### src/rtl/load_scheduler_pkg.sv
// Shared definitions for the utility-load scheduler: load indices, priority order, per-load state.
// Latency: none (constants, types and a pure helper function).
// Backpressure: not applicable.
package load_scheduler_pkg;

  localparam int NUM_LOADS = 4;

  typedef logic [1:0] load_idx_t;

  localparam load_idx_t LD_HEAT   = 2'd0;
  localparam load_idx_t LD_COOL   = 2'd1;
  localparam load_idx_t LD_PUMP   = 2'd2;
  localparam load_idx_t LD_SPRINK = 2'd3;

  // Order in which off-and-ready loads are offered free budget slots, highest first.
  localparam load_idx_t PRIO_ORDER [NUM_LOADS] = '{LD_PUMP, LD_HEAT, LD_COOL, LD_SPRINK};

  // Dwell state of one load, decoded from its grant bit and its dwell timer flags.
  typedef enum logic [1:0] {
    OFF_HOLD  = 2'd0,
    OFF_READY = 2'd1,
    ON_HOLD   = 2'd2,
    ON_FREE   = 2'd3
  } load_state_t;

  function automatic logic [2:0] popcount4(input logic [3:0] v);
    return 3'(v[0]) + 3'(v[1]) + 3'(v[2]) + 3'(v[3]);
  endfunction

endpackage

### src/rtl/load_scheduler_dwell_timer.sv
// Per-load dwell timer: counts consecutive granted / not-granted cycles, both saturating.
// Latency: counters update on the edge that registers the grant they track; flags are registered.
// Backpressure: none; follows the granted level every cycle.
//
// Ports:
//   clk, reset    clock and async active-low reset
//   granted       grant value being registered at this edge
//   on_done       on-counter has reached MIN_ON
//   off_done      off-counter has reached MIN_OFF
module load_dwell_timer #(
  parameter int CNT_W   = 4,
  parameter int MIN_ON  = 8,
  parameter int MIN_OFF = 4
) (
  input  logic clk,
  input  logic reset,
  input  logic granted,
  output logic on_done,
  output logic off_done
);

  localparam logic [CNT_W-1:0] ON_MAX  = CNT_W'(MIN_ON);
  localparam logic [CNT_W-1:0] OFF_MAX = CNT_W'(MIN_OFF);

  logic [CNT_W-1:0] on_cnt;
  logic [CNT_W-1:0] off_cnt;

  // Off-counter starts saturated so a load is grantable on the very first edge
  // out of reset: no off-dwell is owed for time spent in reset.
  always_ff @(posedge clk or negedge reset) begin
    if (!reset) begin
      on_cnt  <= '0;
      off_cnt <= OFF_MAX;
    end else if (granted) begin
      off_cnt <= '0;
      if (on_cnt != ON_MAX) on_cnt <= on_cnt + CNT_W'(1);
    end else begin
      on_cnt <= '0;
      if (off_cnt != OFF_MAX) off_cnt <= off_cnt + CNT_W'(1);
    end
  end

  assign on_done  = (on_cnt == ON_MAX);
  assign off_done = (off_cnt == OFF_MAX);

endmodule

### src/rtl/load_scheduler.sv
// Supply-budget arbiter for heater, cooler, pump and sprinkler with dwell, exclusion and fire override.
// Latency: req/fire sampled at an edge, grant/denied/conflict/active_cnt registered at that same edge (1 cycle).
// Backpressure: none; requests are levels, a refused load simply shows up in denied until granted.
//
// Ports:
//   clk, reset    clock and async active-low reset
//   req[3:0]      requests: [0] heat, [1] cool, [2] pump, [3] sprinkler
//   fire          fire alarm level
//   grant[3:0]    registered load enables
//   denied[3:0]   registered req & ~grant
//   conflict      registered req[0] & req[1]
//   active_cnt    registered number of budget-counted grants
module load_scheduler
  import load_scheduler_pkg::*;
#(
  parameter int MAX_ACTIVE = 2,
  parameter int MIN_ON     = 8,
  parameter int MIN_OFF    = 4,
  parameter int CNT_W      = 4
) (
  input  logic       clk,
  input  logic       reset,
  input  logic [3:0] req,
  input  logic       fire,
  output logic [3:0] grant,
  output logic [3:0] denied,
  output logic       conflict,
  output logic [2:0] active_cnt
);

  localparam logic [2:0] MAX_A = 3'(MAX_ACTIVE);

  logic [3:0]  on_done;
  logic [3:0]  off_done;
  load_state_t st [NUM_LOADS];
  logic [3:0]  kept;
  logic [3:0]  counted;
  logic [2:0]  kept_cnt;
  logic [2:0]  slots;
  logic [3:0]  eligible;
  logic        conflict_nxt;
  load_idx_t   idx;
  logic [3:0]  grant_nxt;
  logic [3:0]  denied_nxt;
  logic [2:0]  active_nxt;

  // The timers track the grant being registered now, so their counts equal the
  // number of edges a load has been continuously on (or off) including this one.
  for (genvar i = 0; i < NUM_LOADS; i++) begin : g_timer
    load_dwell_timer #(
      .CNT_W  (CNT_W),
      .MIN_ON (MIN_ON),
      .MIN_OFF(MIN_OFF)
    ) u_timer (
      .clk     (clk),
      .reset   (reset),
      .granted (grant_nxt[i]),
      .on_done (on_done[i]),
      .off_done(off_done[i])
    );
  end

  always_comb begin
    kept         = '0;
    eligible     = '0;
    conflict_nxt = req[LD_HEAT] & req[LD_COOL];

    for (int i = 0; i < NUM_LOADS; i++) begin
      if (grant[i]) st[i] = on_done[i]  ? ON_FREE   : ON_HOLD;
      else          st[i] = off_done[i] ? OFF_READY : OFF_HOLD;
      kept[i]     = (st[i] == ON_HOLD) || ((st[i] == ON_FREE) && req[i]);
      eligible[i] = (st[i] == OFF_READY) && req[i];
    end

    // A forced-on sprinkler does not draw on the budget, so it neither occupies
    // a slot nor competes for one while the alarm is up.
    counted  = fire ? (kept & 4'b0111) : kept;
    kept_cnt = popcount4(counted);
    slots    = (kept_cnt >= MAX_A) ? 3'd0 : (MAX_A - kept_cnt);

    // Exclusion is judged against the currently registered grant, not against
    // kept: a heater releasing this edge is still powered until the edge
    // completes, so the cooler must wait one more cycle (and vice versa).
    if (conflict_nxt || grant[LD_COOL]) eligible[LD_HEAT] = 1'b0;
    if (conflict_nxt || grant[LD_HEAT]) eligible[LD_COOL] = 1'b0;
    if (fire)                           eligible[LD_SPRINK] = 1'b0;

    grant_nxt = kept;
    idx       = LD_PUMP;
    for (int p = 0; p < NUM_LOADS; p++) begin
      idx = PRIO_ORDER[p];
      if (eligible[idx] && (slots != 3'd0)) begin
        grant_nxt[idx] = 1'b1;
        slots          = slots - 3'd1;
      end
    end

    // Fire overrides everything above, including minimum on-time of heat/cool.
    if (fire) begin
      grant_nxt[LD_SPRINK] = 1'b1;
      grant_nxt[LD_HEAT]   = 1'b0;
      grant_nxt[LD_COOL]   = 1'b0;
    end

    denied_nxt = req & ~grant_nxt;
    active_nxt = popcount4(grant_nxt) - 3'(grant_nxt[LD_SPRINK] & fire);
  end

  always_ff @(posedge clk or negedge reset) begin
    if (!reset) begin
      grant      <= '0;
      denied     <= '0;
      conflict   <= 1'b0;
      active_cnt <= '0;
    end else begin
      grant      <= grant_nxt;
      denied     <= denied_nxt;
      conflict   <= conflict_nxt;
      active_cnt <= active_nxt;
    end
  end

endmodule
### config.mk
export PLATFORM = sky130hd
export DESIGN_NAME = load_scheduler
export DESIGN_NICKNAME = d
export VERILOG_FILES = /design/src/rtl/load_scheduler_pkg.sv /design/src/rtl/load_scheduler_dwell_timer.sv /design/src/rtl/load_scheduler.sv
export SDC_FILE = /design/constraint.sdc
export NUM_CORES = 1
export LEC_CHECK = 0
export ABC_AREA = 0
export CORE_MARGIN = 4
export CORE_UTILIZATION = 30
export CTS_CLUSTER_DIAMETER = 120
export CTS_CLUSTER_SIZE = 16
export DETAILED_ROUTE_END_ITERATION = 7
export DONT_BUFFER_PORTS = 1
export RECOVER_POWER = 50
export REMOVE_ABC_BUFFERS = 1
export SLEW_MARGIN = 30
export SYNTH_ARGS = -nofsm -noshare
export SYNTH_HDL_FRONTEND = slang
export SYNTH_SLANG_ARGS = --single-unit
export TNS_END_PERCENT = 20
### constraint.sdc
create_clock -name clk -period 13.5 [get_ports clk]
set_input_delay 1.35 -clock clk [delete_from_list [all_inputs] [get_ports clk]]
set_output_delay 1.35 -clock clk [all_outputs]
set_load 0.01 [all_outputs]
==> results.yml, run 1 <==
run_status:
  status: "complete, no violations"
global_route:
  grt_pass1_wl_microns: 8140
  met2_usage: 0.162
  antenna_found_initial: 0
  grt_max_degree: 45
  grt_use_met3: 0.0337
  globalRouteTotalUtil: 0.0991
  use_met1: 0.123
  grt_pass1_vias: 1757
  grt-ovfl-total: 0
  gr-max-usage-layer: "met2"
routing:
  drc: 0
  routed_wl_microns: 4450
  drtAntennaViolNets: 0
  vias: 1769
  dr.first_iter.drc_count: 76
  via_per_inst: 4.67
  wl_per_cell_microns: 11.7
  dr.pass1.iters: 4
min_path:
  min_path_cells: 2
  worstHoldEndpoint: "g_timer[3].u_timer.off_cnt[3]"
  hold_class: "reg -> reg"
  holdCritStartpoint: "g_timer[3].u_timer.off_cnt[3]"
die:
  rows: 33
  start_util: 0.315
  dieArea_sq_um: 10400
  die_h_microns: 102
  core_sq_um: 8380
  die_x_microns: 102
  design.portCount: 19
setup_path:
  worst_path_max_delay_cell: "or3_1"
  path_max_fanout: 8
  rrSetupSlack_ns: 5.19
  rr_endpoint: "active_cnt[2]"
  cpMostUsedCell: "ha_1"
  r2r_start: "g_timer[3].u_timer.on_cnt[0]"
  slowest_delay_ns: 0.55
  r2r_cells: 36
  cp.required_ns: 13.69
  worstSetupPathType: "in -> reg"
  end_kind: "register"
  startpoint_type: "input pin"
  arrival_ns: 8.79
clocking:
  insertion_delay_ns: 0.30
  cts_tree: "done"
  cts_buffer_depth: 2
  ctsHoldBuffers: 0
  cts_root_buffer: "clkbuf_8"
  cts_made_buffers: 5
  postCtsSetupBuffers: 0
  clkSinkCount: 44
  h-tree-depth: 2
  cts_resized: 0
  cts.clk_slew.worst_paths_ns: 0.08
yosys:
  synth_edf_count: 0
  synth_flop_cell: "dfrtp_1"
  synth_area_leaders: "dfrtp_1 (38%), ha_1 (12%), xnor2_1 (4.6%)"
  synth_common_cells: "dfrtp_1 (40), inv_1 (31), nor2_1 (28)"
  avgSynthCellArea_sq_um: 9.84
  syn-cell-area_sq_um: 2640
  synth_warnings: 0
  ys_seq_elements: 44
  synthArstFlopShare: 1.00
  yosysTopAreaCell: "dfrtp_1"
  synth_seq_area_share: 0.419
  synth_cell_types: 40
  synth.top_cell.area_share: 0.380
  yosysMostFrequentCell: "dfrtp_1"
  synthCells: 268
timing:
  finClkSkew_ns: 0.00682
  worst_pin_slew_ns: 0.836
  holdWs_ns: 0.533
  finalHoldViolations: 0
  tns_ns: 0
  clock.fmax_mhz: 116
  fin_crit_sh: 0.638
  slew_violations: 0
  setup-violations-final: 0
  slew_headroom: 0.443
  min_period_ns: 8.61
  rsz0062_at_grt: "false"
place:
  port_buffers: 0
  hpwl_microns: 3360
  gp_congestion: 0.739
final_layout:
  area_delta_synth_final_pct: 8.21
  drive_gt1_frac: 0.0766
  layout.nets: 310
  fillers: 854
  num_antenna_cells: 0
power:
  max-vdd-ir-drop_uv: 58.7
  power.density_nw_per_um2: 206
  p_leak_nw: 1.30
run:
  max-cap-violations: 0
worst max path at each step:
stage          slack (ns)             to  cells after the start    from
6_report             4.89  active_cnt[2]                     33  req[0]
3_3_place_gp         4.69  active_cnt[1]                     33  req[0]
3_5_place_dp         4.55  active_cnt[1]                     33  req[0]
4_1_cts              4.83  active_cnt[1]                     33  req[0]
2_1_floorplan        5.34  active_cnt[2]                     30  req[0]
5_1_grt              4.28  active_cnt[2]                     33  req[0]
registers in the layout, indices dropped and copies added, names as in the netlist:
name	flops
conflict	1
grant	4
denied	4
active_cnt	3
g_timer.u_timer.on_cnt	16
g_timer.u_timer.off_cnt	16
cells by family after synthesis:
| logic type | count (synthesis) | synth area share |
|---|---|---|
| AND/OR/NAND/NOR | 96 | 0.195 |
| flip-flops | 44 | 0.419 |
| AO/OA/AOI/OAI | 41 | 0.0916 |
| buffers and inverters | 33 | 0.0527 |
| adder cells (fa/ha/maj) | 30 | 0.154 |
| XOR/XNOR | 18 | 0.0669 |
| multiplexers | 5 | 0.0199 |
| other | 1 | 0.00142 |
metal layers:
| layer | wire, microns | up-vias |
|---|---|---|
| met2 | 2100 | 27 |
| met4 | 62 | 0 |
| li1 | - | 895 |
| met3 | 262 | 6 |
| met1 | 2030 | 841 |
| met5 | 0 | - |
power breakdown:
| part | total [mW] | leakage [nW] | switching (mW) | internal (mW) |
|---|---|---|---|---|
| logic | 0.285 | 0.695 | 0.159 | 0.126 |
| clock network | 0.100 | 0.0552 | 0.0454 | 0.0550 |
| registers | 0.204 | 0.554 | 0.0326 | 0.171 |
cell type report:
| type | instances | area [sq um] | share of cell area |
|---|---|---|---|
| multi-input combinational | 191 | 1390 | 0.488 |
| sequential | 44 | 1110 | 0.388 |
| tap | 105 | 131 | 0.0460 |
| inverter | 31 | 116 | 0.0408 |
| clock buffer | 6 | 72.6 | 0.0254 |
| clock inverter | 2 | 35.0 | 0.0123 |
through the flow:
| stage | worst slack [ns] | instance area, sq um | instances | util | total power [mW] |
|---|---|---|---|---|---|
| detailed placement | 4.55 | 2750 | 371 | 0.328 | 0.494 |
| global route | 4.28 | 2850 | 379 | 0.340 | 0.658 |
| CTS | 4.83 | 2850 | 379 | 0.340 | 0.598 |
| floorplan | 5.34 | 2620 | 266 | - | 0.439 |
| finish | 4.89 | 2850 | 379 | 0.340 | 0.589 |
| global placement | 4.69 | 2750 | 371 | 0.328 | 0.487 |
cells in the final DEF, fill, tap and decap left out, types with 2 or more instances in the layout:
cell and count:
nand3_1 10, xnor2_1 14, a22o_1 4, and3_1 3, a211oi_1 3, nor3_1 4
nor4_1 2, nand3b_1 5, dfrtp_1 40, dfstp_2 4, nor2_1 28, a21oi_1 22
fa_1 4, ha_1 26, nand2_1 17, inv_1 31, nand2b_1 8, o21ai_0 7
clkbuf_8 5, and2_1 7, or2_2 3, mux2_2 2, xor2_1 3, mux2i_1 3
critical path, delay by kind of cell:
| family | cells | cell delay (ns) |
|---|---|---|
| adder cells (fa/ha/maj) | 13 | 3.19 |
| AND/OR/NAND/NOR | 7 | 2.17 |
| buffers and inverters | 6 | 0.41 |
| AO/OA/AOI/OAI | 5 | 1.21 |
| XOR/XNOR | 2 | 0.47 |
Power figures use the tool's default switching activity.
==> run 2: changes to the inputs <==
--- a/config.mk
+++ b/config.mk
@@ -5,7 +5,7 @@
 export SDC_FILE = /design/constraint.sdc
 export NUM_CORES = 1
 export LEC_CHECK = 0
-export ABC_AREA = 0
+export ABC_AREA = 1
 export CORE_MARGIN = 4
 export CORE_UTILIZATION = 30
 export CTS_CLUSTER_DIAMETER = 120
==> constraint.sdc (replaced) <==
create_clock -name clk -period 8.4 [get_ports clk]
set_input_delay 0.84 -clock clk [delete_from_list [all_inputs] [get_ports clk]]
set_output_delay 0.84 -clock clk [all_outputs]
set_load 0.01 [all_outputs]
==> results.yml, run 2 <==
global_route:
  grt_pass1_vias: 1802
  globalRouteTotalUtil: 0.0995
  antenna_found_initial: 0
  grt_pass1_wl_microns: 8230
  grt_max_degree: 45
  grt-ovfl-total: 0
yosys:
  synth_common_cells: "inv_1 (50), nand2_1 (48), dfrtp_1 (40)"
  synth_seq_area_share: 0.427
  synth_cell_types: 29
  yosysMostFrequentCell: "inv_1"
  synth_area_leaders: "dfrtp_1 (39%), ha_1 (13%), inv_1 (7.2%)"
  yosysTopAreaCell: "dfrtp_1"
  synth_warnings: 0
  avgSynthCellArea_sq_um: 8.64
  synthArstFlopShare: 1.00
  synth_edf_count: 0
  ys_seq_elements: 44
  synthCells: 300
  syn-cell-area_sq_um: 2590
  synth.top_cell.area_share: 0.386
  synth_flop_cell: "dfrtp_1"
setup_path:
  worstSetupPathType: "reg -> reg"
  slowest_delay_ns: 0.53
  arrival_ns: 7.09
  rrSetupSlack_ns: 1.49
  cp.required_ns: 8.59
  cpMostUsedCell: "ha_1"
  startpoint_type: "register"
  worst_path_max_delay_cell: "fa_1"
  end_kind: "register"
  path_max_fanout: 7
run:
  max-cap-violations: 0
routing:
  vias: 1814
  drc: 0
  wl_per_cell_microns: 10.8
  via_per_inst: 4.39
  drtAntennaViolNets: 0
  routed_wl_microns: 4470
  dr.pass1.iters: 4
  dr.first_iter.drc_count: 74
die:
  die_h_microns: 101
  die_x_microns: 101
  start_util: 0.312
  dieArea_sq_um: 10200
  design.portCount: 19
  rows: 33
  core_sq_um: 8300
final_layout:
  mostFrequentLayoutCells: "inv_1 (50), nand2_1 (48), dfrtp_1 (40)"
  reg_top3: "g_timer.u_timer.off_cnt x16, g_timer.u_timer.on_cnt x16"
  layout_commonest_cell: "inv_1"
  multi_input_area_sq_um: 1280
  num_antenna_cells: 0
  drive_gt1_frac: 0.107
  seq_area_sq_um: 1110
  layout.nets: 344
  fillers: 834
  area_delta_synth_final_pct: 8.45
  fin_area_sq_um: 2810
  final_util: 0.339
clocking:
  cts.clk_slew.worst_paths_ns: 0.09
  cts_tree: "done"
  cts_buffer_depth: 2
  ctsHoldBuffers: 0
  h-tree-depth: 2
  postCtsSetupBuffers: 0
  clkSinkCount: 44
  cts_root_buffer: "clkbuf_8"
  insertion_delay_ns: 0.30
  cts_made_buffers: 5
  cts_resized: 0
timing:
  rsz0062_at_grt: "false"
  clock.fmax_mhz: 145
  min_period_ns: 6.91
  setup-violations-final: 0
  slew_violations: 0
  fin_crit_sh: 0.822
  finClkSkew_ns: 0.00763
  finalHoldViolations: 0
  tns_ns: 0
power:
  power.density_nw_per_um2: 318
  max-vdd-ir-drop_uv: 107
  p_leak_nw: 1.42
run_status:
  status: "complete, no violations"
place:
  hpwl_microns: 3420
  place_area_sq_um: 2720
  port_buffers: 0
  gp_congestion: 0.808
min_path:
  hold_class: "in -> async"
==> run 2: cell count changes in the layout (fill, tap and decap cells not counted), moves of 8 or more <==
cell / previous run / this run
nand3_1: 10 / 21
inv_1: 31 / 50
nand2_1: 17 / 48
nand2b_1: 8 / 0
xnor2_1: 14 / 6
nor3_1: 4 / 12
==> run 2: stage by stage <==
step	worst slack, ns	cells	hold WS (ns)	power (mW)
after floorplan	1.92	300	0.520	0.687
after global placement	1.47	405	0.546	0.755
after detailed placement	1.36	405	0.547	0.772
after CTS	1.45	413	0.212	0.912
after global routing	0.745	413	0.202	1.01
final	1.49	413	0.231	0.894
==> run 2: layout make-up <==
class,instances,share of cell area
Tap cell,105,0.0467
Inverter,55,0.0735
Multi-Input combinational cell,201,0.455
Clock inverter,3,0.00668
Clock buffer,5,0.0245
Sequential cell,44,0.394
==> run 2: cells by family (layout without fill, tap and decap cells) <==
| family | Yosys count | in the layout | synth area share |
|---|---|---|---|
| flip-flops | 44 | 44 | 0.427 |
| AO/OA/AOI/OAI | 21 | 21 | 0.0430 |
| AND/OR/NAND/NOR | 132 | 132 | 0.234 |
| multiplexers | 1 | 1 | 0.00435 |
| buffers and inverters | 55 | 63 | 0.0797 |
| XOR/XNOR | 16 | 16 | 0.0541 |
| other | 1 | 1 | 0.00145 |
| adder cells (fa/ha/maj) | 30 | 30 | 0.156 |
==> run 2: final timing paths <==
path	start	endpoint	cells after the start
worst min-delay path	reset	g_timer[2].u_timer.on_cnt[3]	0
worst max-delay path	g_timer[0].u_timer.on_cnt[0]	active_cnt[2]	42
min in group clk	g_timer[0].u_timer.on_cnt[3]	g_timer[0].u_timer.on_cnt[3]	2
worst max register to register	g_timer[0].u_timer.on_cnt[0]	active_cnt[2]	42
worst min register to register	g_timer[0].u_timer.on_cnt[3]	g_timer[0].u_timer.on_cnt[3]	2
max in group asynchronous	reset	g_timer[3].u_timer.off_cnt[2]	0
==> run 2: where the power goes <==
group / leakage [nW] / switching (mW) / internal [mW]
Combinational: 0.819 / 0.252 / 0.175
Sequential: 0.555 / 0.0575 / 0.277
Clock: 0.0479 / 0.0743 / 0.0580
Total: 1.42 / 0.384 / 0.511
==> run 2: worst max-delay path, delay by kind of cell (launching register included) <==
kind	cells	cell delay, ns
adders and majority gates	13	3.43
and+or+nand+nor	18	1.90
buffers and inverters	9	0.60
DFF	1	0.42
AOI/OAI and AO/OA	1	0.27
xor gates and xnor gates	1	0.14
==> run 2: layer usage <==
metal | vias to the layer above | GRT usage | routed length, microns
met1 | 840 | 0.127 | 2180
met4 | 0 | 0.0245 | 38
met2 | 22 | 0.163 | 2070
met3 | 4 | 0.0318 | 171
met5 | - | 0 | 0
li1 | 948 | - | -
==> run 3: changes to the inputs <==
==> constraint.sdc (replaced) <==
create_clock -name clk -period 6.8 [get_ports clk]
set_input_delay 0.68 -clock clk [delete_from_list [all_inputs] [get_ports clk]]
set_output_delay 0.68 -clock clk [all_outputs]
set_load 0.01 [all_outputs]
==> results.yml, run 3 (synthesis results as in run 2) <==
run_status:
  status: "complete, no violations"
clocking:
  clkSinkCount: 44
  cts_tree: "done"
  ctsHoldBuffers: 0
  cts_buffer_depth: 2
  cts_made_buffers: 5
  cts.clk_slew.worst_paths_ns: 0.09
  h-tree-depth: 2
  cts_root_buffer: "clkbuf_8"
  insertion_delay_ns: 0.30
die:
  die_h_microns: 101
  die_x_microns: 101
  design.portCount: 19
  dieArea_sq_um: 10200
  start_util: 0.312
  rows: 33
  core_sq_um: 8300
setup_path:
  startpoint_type: "register"
  cpMostUsedCell: "inv_1"
  rrSetupSlack_ns: 0.37
  cp.required_ns: 7.00
  path_max_fanout: 3
  end_kind: "register"
  worstSetupPathType: "reg -> reg"
  arrival_ns: 6.63
  rr_endpoint: "active_cnt[1]"
  path_delay_family: "adder cells"
  slowest_delay_ns: 0.51
  path_depth: 42
  crit_buf_inv: 9
  worst_path_max_delay_cell: "fa_2"
  r2r_cells: 42
  r2r_start: "g_timer[3].u_timer.on_cnt[0]"
place:
  hpwl_microns: 3510
  gp_congestion: 0.779
  dp_cells: 413
  port_buffers: 0
  place_area_sq_um: 2780
final_layout:
  mostFrequentLayoutCells: "inv_1 (49), nand2_1 (44), dfrtp_1 (40)"
  layout.nets: 358
  num_antenna_cells: 0
  fin_cells: 427
  layout_commonest_cell: "inv_1"
  drive_gt1_frac: 0.196
  area_delta_synth_final_pct: 16.0
  fin_area_sq_um: 3010
  reg_top3: "g_timer.u_timer.off_cnt x16, g_timer.u_timer.on_cnt x16"
  final_util: 0.362
run:
  max-cap-violations: 0
global_route:
  grt_pass1_wl_microns: 8150
  grt_max_degree: 45
  antenna_found_initial: 0
  globalRouteTotalUtil: 0.100
  grt_pass1_vias: 1826
  grt-ovfl-total: 0
timing:
  clock.fmax_mhz: 155
  min_period_ns: 6.43
  slew_violations: 0
  tns_ns: 0
  fin_crit_sh: 0.946
  finalHoldViolations: 0
  holdWs_ns: 0.0683
  setup-violations-final: 0
  finClkSkew_ns: 0.00987
routing:
  wl_per_cell_microns: 11.2
  routed_wl_microns: 4770
  drc: 0
  dr.pass1.iters: 4
  drtAntennaViolNets: 0
  dr.first_iter.drc_count: 75
  via_per_inst: 4.46
  vias: 1904
power:
  power.density_nw_per_um2: 410
  p_leak_nw: 1.50
  max-vdd-ir-drop_uv: 140
min_path:
  hold_class: "in -> async"
## run 3: how the worst max path moves through the flow
stage	startpoint	end	slack, ns
2_1_floorplan	req[3]	active_cnt[2]	0.48
3_3_place_gp	req[3]	active_cnt[2]	0.12
3_5_place_dp	req[3]	active_cnt[2]	0.05
4_1_cts	g_timer[3].u_timer.on_cnt[1]	active_cnt[2]	0.07
5_1_grt	g_timer[3].u_timer.on_cnt[1]	active_cnt[1]	-0.03
6_report	g_timer[3].u_timer.on_cnt[0]	active_cnt[1]	0.37
## run 3: through the flow
step	setup slack (ns)	total power, mW
final	0.368	1.23
after floorplan	0.478	0.849
after global placement	0.115	0.951
after global routing	-0.0275	1.37
after CTS	0.0711	1.18
after detailed placement	0.0532	0.975
## run 3: area by class of cell
type	count	area (sq um)
clock buffers	6	72.6
well taps	105	131
multi-input cells	201	1350
fillers	810	5290
repair buffers	14	105
flip-flops and latches	44	1110
inverters	55	206
clock inverters	2	35.0
## run 3: power by group
| part | switching (mW) | internal, mW | total (mW) |
|---|---|---|---|
| clock network | 0.0884 | 0.109 | 0.198 |
| logic | 0.351 | 0.274 | 0.625 |
| registers | 0.0685 | 0.343 | 0.411 |
## run 3: what timing repair did
item                                    CTS  global route
setup buffers                             0             6
endpoints found under the setup margin    0             3
resized for setup                         0            20
## run 3: routing by layer
| metal | vias to the layer above | routed length, microns | track usage |
|---|---|---|---|
| met4 | 0 | 53 | 0.0337 |
| met3 | 5 | 213 | 0.0332 |
| met1 | 905 | 2120 | 0.125 |
| met5 | - | 0 | 0 |
| met2 | 21 | 2380 | 0.164 |
| li1 | 973 | - | - |
